File: src/rtl/matrix_pkg.sv
// Shared definitions for the matrix-vector sequencer: controller state
// encoding, datapath word widths and a width helper for address ports.
package matrix_pkg;

    // Controller states.
    typedef enum logic [2:0] {
        IDLE  = 3'd0,
        ISSUE = 3'd1,
        DRAIN = 3'd2,
        HOLD  = 3'd3,
        DONE  = 3'd4
    } seq_state_t;

    // Datapath widths. The multiplier consumes bits [15:3] of each 16-bit
    // memory word, so the operand is 13 bits wide.
    localparam int DATA_W = 16;
    localparam int OPND_W = 13;
    localparam int PROD_W = 17;
    localparam int ACC_W  = 20;

    // $clog2 that never returns 0. A degenerate dimension of 1 still gets a
    // one-bit address port instead of a zero-width vector.
    function automatic int clog2_min1(input int value);
        if (value <= 1) begin
            return 1;
        end
        return $clog2(value);
    endfunction

endpackage

File: src/rtl/seq_align_pipe.sv
// Fixed-depth shift register that delays the "first column issued" flag so
// that it reaches the datapath together with the first product of a row.
// Cleared by reset and by a synchronous clear (abort).
module seq_align_pipe
    import matrix_pkg::*;
#(
    parameter int DEPTH = 2
) (
    input  logic clock,
    input  logic reset_n,
    input  logic clear,
    input  logic in_flag,
    output logic out_flag
);

    logic [DEPTH-1:0] stages;

    // Shift the flag one stage per clock; the oldest stage drives the output.
    always_ff @(posedge clock or negedge reset_n) begin
        if (!reset_n) begin
            stages <= '0;
        end else if (clear) begin
            stages <= '0;
        end else begin
            stages[0] <= in_flag;
            for (int i = 1; i < DEPTH; i++) begin
                stages[i] <= stages[i-1];
            end
        end
    end

    assign out_flag = stages[DEPTH-1];

endmodule

File: src/rtl/matrix_sequencer.sv
// Controller for the shared multiply-accumulate datapath computing
// ai = W * Xt one row at a time. For each row it streams the weight row and
// the input vector out of two read-latency-1 memories, aligns
// start_accumulate with the row's first product, waits for the pipeline to
// drain and captures ai into a valid/ready result register.
//
// Build option: define MATRIX_SEQ_ABORT_EN to add the 'abort' input, which
// returns the controller to IDLE from any state with all outputs cleared.
module matrix_sequencer
    import matrix_pkg::*;
#(
    parameter int N_ROWS    = 16,
    parameter int N_COLS    = 16,
    parameter int MAC_LAT   = 1,
    parameter int DRAIN_LAT = 2
) (
    input  logic                                   clock,
    input  logic                                   reset_n,
`ifdef MATRIX_SEQ_ABORT_EN
    input  logic                                   abort,
`endif
    input  logic                                   start,
    output logic                                   busy,
    output logic                                   done,
    output logic                                   w_rd_en,
    output logic [clog2_min1(N_ROWS*N_COLS)-1:0]   w_addr,
    output logic                                   x_rd_en,
    output logic [clog2_min1(N_COLS)-1:0]          x_addr,
    output logic                                   start_accumulate,
    input  logic [ACC_W-1:0]                       ai,
    output logic                                   out_valid,
    input  logic                                   out_ready,
    output logic [ACC_W-1:0]                       out_data,
    output logic [clog2_min1(N_ROWS)-1:0]          out_row
);

    localparam int W_AW = clog2_min1(N_ROWS * N_COLS);
    localparam int X_AW = clog2_min1(N_COLS);
    localparam int R_AW = clog2_min1(N_ROWS);

    // After the last issue the pipeline needs one memory cycle, MAC_LAT
    // multiplier cycles and DRAIN_LAT accumulator cycles; the capture itself
    // happens in the cycle after that count.
    localparam int DRAIN_CYC = 1 + MAC_LAT + DRAIN_LAT;
    localparam int D_W       = clog2_min1(DRAIN_CYC + 1);

    localparam logic [X_AW-1:0] COL_LAST  = X_AW'(N_COLS - 1);
    localparam logic [R_AW-1:0] ROW_LAST  = R_AW'(N_ROWS - 1);
    localparam logic [D_W-1:0]  DRAIN_END = D_W'(DRAIN_CYC);

    seq_state_t      state;
    seq_state_t      state_next;

    logic [X_AW-1:0] col;
    logic [R_AW-1:0] row;
    logic [D_W-1:0]  drain_cnt;

    // Per-cycle control strobes decoded from the state.
    logic            run_start;
    logic            issue;
    logic            capture;
    logic            done_set;

    logic            handshake;
    logic            last_col;
    logic            last_row;
    logic            drain_end;
    logic            issue_first;
    logic            abort_req;

    assign handshake   = out_valid && out_ready;
    assign last_col    = (col == COL_LAST);
    assign last_row    = (row == ROW_LAST);
    assign drain_end   = (drain_cnt == DRAIN_END);
    assign issue_first = issue && (col == '0);

`ifdef MATRIX_SEQ_ABORT_EN
    assign abort_req = abort && (state != IDLE);
`else
    assign abort_req = 1'b0;
`endif

    // State register.
    always_ff @(posedge clock or negedge reset_n) begin
        // NOTE: state is updated with non-blocking assignments so every
        // always_ff reading it in the same edge sees the pre-edge value.
        if (!reset_n) begin
            state <= IDLE;
        end else begin
            state <= state_next;
        end
    end

    // Next-state logic and control strobes; abort overrides everything.
    always_comb begin
        // NOTE: every signal written here gets a default first, otherwise a
        // path through the case that skips it would infer a latch.
        state_next = state;
        run_start  = 1'b0;
        issue      = 1'b0;
        capture    = 1'b0;
        done_set   = 1'b0;

        case (state)
            IDLE: begin
                if (start) begin
                    run_start  = 1'b1;
                    state_next = ISSUE;
                end
            end

            ISSUE: begin
                issue = 1'b1;
                if (last_col) begin
                    state_next = DRAIN;
                end
            end

            DRAIN: begin
                if (drain_end) begin
                    // The result register can take ai now only if it is empty
                    // or its current contents leave this very cycle.
                    if (!out_valid || handshake) begin
                        capture    = 1'b1;
                        state_next = last_row ? DONE : ISSUE;
                    end else begin
                        state_next = HOLD;
                    end
                end
            end

            HOLD: begin
                // Nothing issues while waiting, so ai is still this row's sum.
                if (handshake) begin
                    capture    = 1'b1;
                    state_next = last_row ? DONE : ISSUE;
                end
            end

            DONE: begin
                if (!out_valid || handshake) begin
                    done_set   = 1'b1;
                    state_next = IDLE;
                end
            end

            default: begin
                state_next = IDLE;
            end
        endcase

        if (abort_req) begin
            state_next = IDLE;
            run_start  = 1'b0;
            issue      = 1'b0;
            capture    = 1'b0;
            done_set   = 1'b0;
        end
    end

    // Address counters, drain timer, result register and done pulse.
    always_ff @(posedge clock or negedge reset_n) begin
        if (!reset_n) begin
            col       <= '0;
            row       <= '0;
            w_addr    <= '0;
            drain_cnt <= '0;
            out_valid <= 1'b0;
            out_data  <= '0;
            out_row   <= '0;
            done      <= 1'b0;
        end else if (abort_req) begin
            col       <= '0;
            row       <= '0;
            w_addr    <= '0;
            drain_cnt <= '0;
            out_valid <= 1'b0;
            out_data  <= '0;
            out_row   <= '0;
            done      <= 1'b0;
        end else begin
            done <= done_set;

            if (run_start) begin
                col    <= '0;
                row    <= '0;
                w_addr <= '0;
            end

            if (issue) begin
                col <= last_col ? '0 : col + 1'b1;
                // The weight address runs straight through all rows and
                // parks on the final word instead of wrapping.
                if (!(last_col && last_row)) begin
                    w_addr <= w_addr + 1'b1;
                end
            end

            if (state == DRAIN && !drain_end) begin
                drain_cnt <= drain_cnt + 1'b1;
            end else begin
                drain_cnt <= '0;
            end

            // A capture in a handshake cycle refills the register, so
            // out_valid only falls when it is consumed without a refill.
            if (capture) begin
                out_valid <= 1'b1;
                out_data  <= ai;
                out_row   <= row;
                if (!last_row) begin
                    row <= row + 1'b1;
                end
            end else if (handshake) begin
                out_valid <= 1'b0;
            end
        end
    end

    assign busy    = (state != IDLE);
    assign w_rd_en = issue;
    assign x_rd_en = issue;
    assign x_addr  = col;

    // Delays the first-column issue by the memory read cycle plus the
    // multiplier latency, landing on the first product of the row.
    seq_align_pipe #(
        .DEPTH (1 + MAC_LAT)
    ) u_align (
        .clock    (clock),
        .reset_n  (reset_n),
        .clear    (abort_req),
        .in_flag  (issue_first),
        .out_flag (start_accumulate)
    );

endmodule

File: config.mk
export PLATFORM = sky130hd
export DESIGN_NAME = matrix_sequencer
export DESIGN_NICKNAME = d
export VERILOG_FILES = /design/src/rtl/matrix_pkg.sv /design/src/rtl/seq_align_pipe.sv /design/src/rtl/matrix_sequencer.sv
export SDC_FILE = /design/constraint.sdc
export NUM_CORES = 1
export LEC_CHECK = 0
export CAP_MARGIN = 30
export CORE_MARGIN = 1.5
export CORE_UTILIZATION = 42
export CTS_BUF_LIST = sky130_fd_sc_hd__clkbuf_16
export DETAILED_ROUTE_END_ITERATION = 7
export DONT_BUFFER_PORTS = 1
export PLACE_DENSITY = 0.57
export SYNTH_ARGS = -nofsm -noshare
export SYNTH_HDL_FRONTEND = slang
export SYNTH_HIERARCHICAL = 1
export SYNTH_SLANG_ARGS = --single-unit
File: constraint.sdc
create_clock -name clock -period 2.44 [get_ports clock]
set_input_delay 0.244 -clock clock [delete_from_list [all_inputs] [get_ports clock]]
set_output_delay 0.244 -clock clock [all_outputs]
set_load 0.01 [all_outputs]
# After elaboration in Yosys (flattened, before gate mapping)

Index checks and enable logic that the tools add are counted.
W data, S select, Z words.

Register bits after elaboration: 50
Bits of input ports: 24
Output and inout port bits: 42
Logic and storage cells: 67

Add/sub/neg operators: 4
Eq/ne operators: 12
Muxes and demuxes: 28
Reduce and logical (&&, ||, !) cells: 13

Operators with widths:

| cell                  | count |
|---|---|
| $mux W3               | 8 |
| $mux W4               | 6 |
| $mux W8               | 3 |
| $pmux W3 S5           | 1 |
| $ne A2 B2 Y1 const B  | 5 |
| $mux W1               | 9 |
| $add A4 B1 Y4 const B | 2 |
| $add A8 B1 Y8 const B | 1 |
| $eq A4 B4 Y1 const B  | 2 |
| $eq A3 B2 Y1 const B  | 2 |
| $eq A3 B3 Y1 const B  | 2 |
| $reduce_and A5 Y1     | 1 |
| $logic_and A1 B1 Y1   | 4 |
| $logic_not A4 Y1      | 1 |
| $reduce_bool A2 Y1    | 2 |
| $add A3 B1 Y3 const B | 1 |
| $eq A3 B1 Y1 const B  | 1 |
| $logic_not A3 Y1      | 1 |
| $reduce_bool A3 Y1    | 1 |
| $logic_not A1 Y1      | 2 |
| $pmux W1 S2           | 1 |
| $logic_or A1 B1 Y1    | 1 |

# Depth between registers and ports, before layout

Depth after elaboration: 6
Mapped depth: 8
Depth with buffers taken out: 6

# Modules after synthesis

The synthesis kept the hierarchy.

By module, submodules not included:

| module           | instances | cells an instance | area each (um^2) | sequential area each (um^2) |
|---|---|---|---|---|
| matrix_sequencer | 1         | 188               | 2202.1           | 1201.2 |
| seq_align_pipe   | 1         | 4                 | 62.6             | 50.0 |

# Least setup slack after synthesis

No wires, ideal clock.

Path kind: register to register
Start: register drain_cnt[0]
End: register out_data[10]
Library setup time: 128 ps
Arrival time: 1587 ps
Required time: 2312 ps
Slack: 726 ps
Stages on the path, launching flop included: 8
Path buffers: 2
Period minus slack after synthesis: 1714 ps
Cells stage by stage: dfrtp_1 inv_1 ha_1 a21oi_2 and4b_1 buf_2 buf_4 mux2_1

Word-level cells in the longest chain between the ends: 3

Ends and longest elaborated chain:

| item                   | RTL line                | RTL |
|---|---|---|
| from (decl)            | matrix_sequencer.sv:56  | `logic [D_W-1:0] drain_cnt;` |
| from (signal assigned) | matrix_sequencer.sv:200 | `drain_cnt <= drain_cnt + 1'b1;` |
| $eq A3 B3 Y1           | matrix_sequencer.sv:74  | `assign drain_end = (drain_cnt == DRAIN_END);` |
| $mux W1                | matrix_sequencer.sv:120 | `if (drain_end) begin` |
| $pmux W1 S2            | matrix_sequencer.sv:104 | `case (state)` |
| to (signal assigned)   | matrix_sequencer.sv:209 | `out_data <= ai;` |
| to (decl)              | matrix_sequencer.sv:33  | `output logic [ACC_W-1:0] out_data,` |

Every way passes these cells.
A chain may end at the register's enable or synchronous reset.

# Worst setup path in the final report

Start: register state[0]
End: register w_addr[4]

Elaborated cells on any way between the ends: 7
Classes of those cells: 1 x eq/ne; 5 x mux; 1 x reduce/logical

RTL lines:

| item                   | RTL line                | RTL |
|---|---|---|
| from (decl)            | matrix_sequencer.sv:51  | `seq_state_t state;` |
| from (signal assigned) | matrix_sequencer.sv:90  | `state <= state_next;` |
| $eq A3 B1 Y1           | matrix_sequencer.sv:104 |  |
| $mux W1                | matrix_sequencer.sv:104 |  |
| named net w_rd_en      | matrix_sequencer.sv:25  | `output logic w_rd_en,` |
| $mux W8                | matrix_sequencer.sv:190 | `if (issue) begin` |
| to (signal assigned)   | matrix_sequencer.sv:195 | `w_addr <= w_addr + 1'b1;` |
| to (decl)              | matrix_sequencer.sv:26  | `output logic [clog2_min1(N_ROWS*N_COLS)-1:0] w_addr,` |

The timed path passes the listed nets, and every way through them passes these cells.

==> reports/results.txt <==
First-pass GRT wire length -> 7380 um
Core box area -> 5140 um2
Clock root buffer -> clkbuf_16
Post-Syn Area -> 2260 um2
Ports -> 66
Pin count of the biggest net entering global routing -> 51
Sequential Power Share -> 0.542
Final period utilization -> 0.734
Starting Density -> 0.441
Final cell count without fillers -> 267
Post-layout min period -> 1.79 ns
Worst Hold Class -> in -> reg
Die W -> 76.4 um
PwrDens -> 610 nW/um2
Number of remaining DRC errors -> 0
All-Layer GR Usage -> 0.158
Final Net Count -> 226
Sw power -> 315 uW
Synth-to-Final Area Change -> 10.8%
TritonCTS Buffers -> 5
Int Power -> 1.21 mW
Total placed cells including tap cells -> 257
Via density -> 5.45
Final Setup Violations -> 0
Leak -> 1.26 nW
Clock share of power -> 0.443
Sink Count -> 50
FFs w/ async S/R, synth -> 1.00
I/O Buffers -> 0
Die area -> 5840 um2
RSZ-0062 raised after global routing -> false
VDD IR max -> 0.284 mV
CTS tree -> built
Crit path arrival time -> 2.01 ns
Clock Latency Late Sink -> 0.28 ns
Fill cells -> 476
Combinational share of power -> 0.015
Setup TNS -> 0 ns
Sw Ratio -> 0.206
Bufs and invs on worst path -> 1
CP Depth -> 5
EDFF count, synth -> 0
Max_cap viols -> 0
Initial antenna violation count -> 0
Clock Skews -> 0.00423 ns
R2R setup slack -> 0.65 ns
Crit path required time -> 2.66 ns
Post-Route WL -> 4220 um
Depth of the most critical reg-to-reg path -> 5
Total grt overflow -> 0
Crit path launch type -> flip-flop
Hold Crit Depth -> 1
ANT cells -> 0
Commonest non-fill, non-tap cell in the layout -> dfrtp_1
Clock Path Buffers -> 2
Antenna Nets Post-Route -> 0
Crit Path Max Fanout -> 10
Max incr delay on CP -> 0.56 ns
Synthesized flop and latch total -> 50
CP Cell Sequence -> or3b_1 > clkinv_8 > o21ai_4 > or3_1 > nand3_1
Final Slew Violations -> 0
Hpwl dp -> 3020 um
Share of cells above drive strength 1 -> 0.112
Global placer's final weighted congestion -> 0.806
Chip height -> 76.4 um
Row count -> 26
Status -> completed
Post-synth cell types -> 43
YS warnings -> 6
Wire length per cell -> 15.8 um
Synth area leaders -> dfrtp_1, mux2_1, nand2_1, ha_1, mux2_2
Commonest register cell after synthesis -> dfrtp_1
Most frequent cells in the layout -> dfrtp_1, nand2_1, mux2_1, nand3_1
Final Hold Viols -> 0
Total number of vias -> 1455
Mean Syn Cell Area -> 11.8 um2
Cell count after synthesis -> 192
Post-CTS setup buffers -> 0
Yosys top cell area share -> 0.552
Post-synthesis sequential area ratio -> 0.552
Clk pin slew, worst setup/hold paths -> 0.07 ns
CP endpoint kind -> flip-flop
Yosys top cell by area -> dfrtp_1
Max Clock Freq -> 0.558 GHz
Worst path slowest cell -> or3b_1
Delay-heaviest family, CP -> simple AND/OR/NAND/NOR gates
DRT Pass-1 Iters -> 4
Vias in the first global route -> 1495
Htree depth -> 2
Resized Gates After CTS -> 0
Critical path class -> reg -> reg
Iteration-0 DRC Markers -> 94
[power by group through the flow]
stage | combinational, mW | sequential, mW | clock (mW)
finish | 0.0231 | 0.829 | 0.678
global route | 0.0273 | 0.828 | 0.751
CTS | 0.0248 | 0.828 | 0.701
detailed placement | 0.00105 | 0.845 | 0
global placement | 0.00105 | 0.845 | 0
floorplan | 0.00105 | 0.845 | 0
[synth_stat cells (all sizes together), types with 2 or more instances]
master   n
nand2b   3
nand2   22
or3      2
mux2i    5
a21oi    7
o21ai    9
buf      7
ha       6
nor3     3
dfrtp   50
nand3b   3
mux2    24
inv      5
o31ai    2
nand3   12
nor2b    3
and3     5
nor2     6
[final timing paths]
check,start,end
worst max-delay path,state[0],w_addr[4]
worst min-delay path,ai[19],out_data[19]
worst max register to register,state[0],w_addr[4]
worst min register to register,u_align/stages[0],u_align/stages[1]
max in group asynchronous,reset_n,w_addr[4]
min in group asynchronous,reset_n,out_data[9]
[stage by stage]
stage | hold WS (ns) | utilization | total power [mW] | setup WS, ns | cell area [um2]
floorplan | -0.0516 | - | 0.846 | 0.726 | 2270
global placement | -0.0503 | 0.452 | 0.846 | 0.701 | 2320
detailed placement | -0.0505 | 0.452 | 0.846 | 0.657 | 2320
CTS | 0.0832 | 0.488 | 1.55 | 0.650 | 2510
global route | 0.0779 | 0.488 | 1.61 | 0.533 | 2510
finish | 0.0884 | 0.488 | 1.53 | 0.649 | 2510
[timing repair]
action	4_1_cts	5_1_grt
hold buffers	2	0
setup endpoints to repair	0	0
hold endpoints to repair	50	0
[cell type report]
class,instances,area (um2),area share
Clock buffer,5,125,0.0499
Inverter,6,35.0,0.0140
Tap cell,70,87.6,0.0349
Sequential cell,50,1250,0.499
Clock inverter,3,21.3,0.00848
Timing Repair Buffer,4,65.1,0.0259
Multi-Input combinational cell,129,923,0.368
[logic make-up (layout without fill, tap and decap cells)]
group | Yosys count | count (layout) | share of synthesized area
AND/OR/NAND/NOR | 68 | 68 | 0.160
other | 1 | 2 | 0.00166
flip-flops | 50 | 50 | 0.552
multiplexers | 29 | 29 | 0.141
adder cells (fa/ha/maj) | 6 | 6 | 0.0331
buffers and inverters | 14 | 18 | 0.0414
AO/OA/AOI/OAI | 24 | 24 | 0.0702
[layer usage]
metal	up-vias	routed length (um)	part of all wire	global-route usage
met4	0	38	0.0090	0.0574
met2	51	2150	0.51	0.266
met1	721	1760	0.42	0.188
met5	-	0	0	0
li1	679	-	-	-
met3	4	271	0.064	0.0527
[registers in the layout (all words and copies together) (netlist names)]
signal / cells
x_addr: 4
w_addr: 8
out_row: 4
u_align/stages: 2
out_data: 20
done: 1
out_valid: 1
drain_cnt: 3
state: 3
row: 4
[worst register-to-register path: cells and delay by family, from the launching register on]
family / cells / cell delay (ns)
buf+inv: 1 / 0.14
compound gates: 1 / 0.10
flops: 1 / 0.51
simple gates: 3 / 0.98
(Power assumes the default switching activity.)
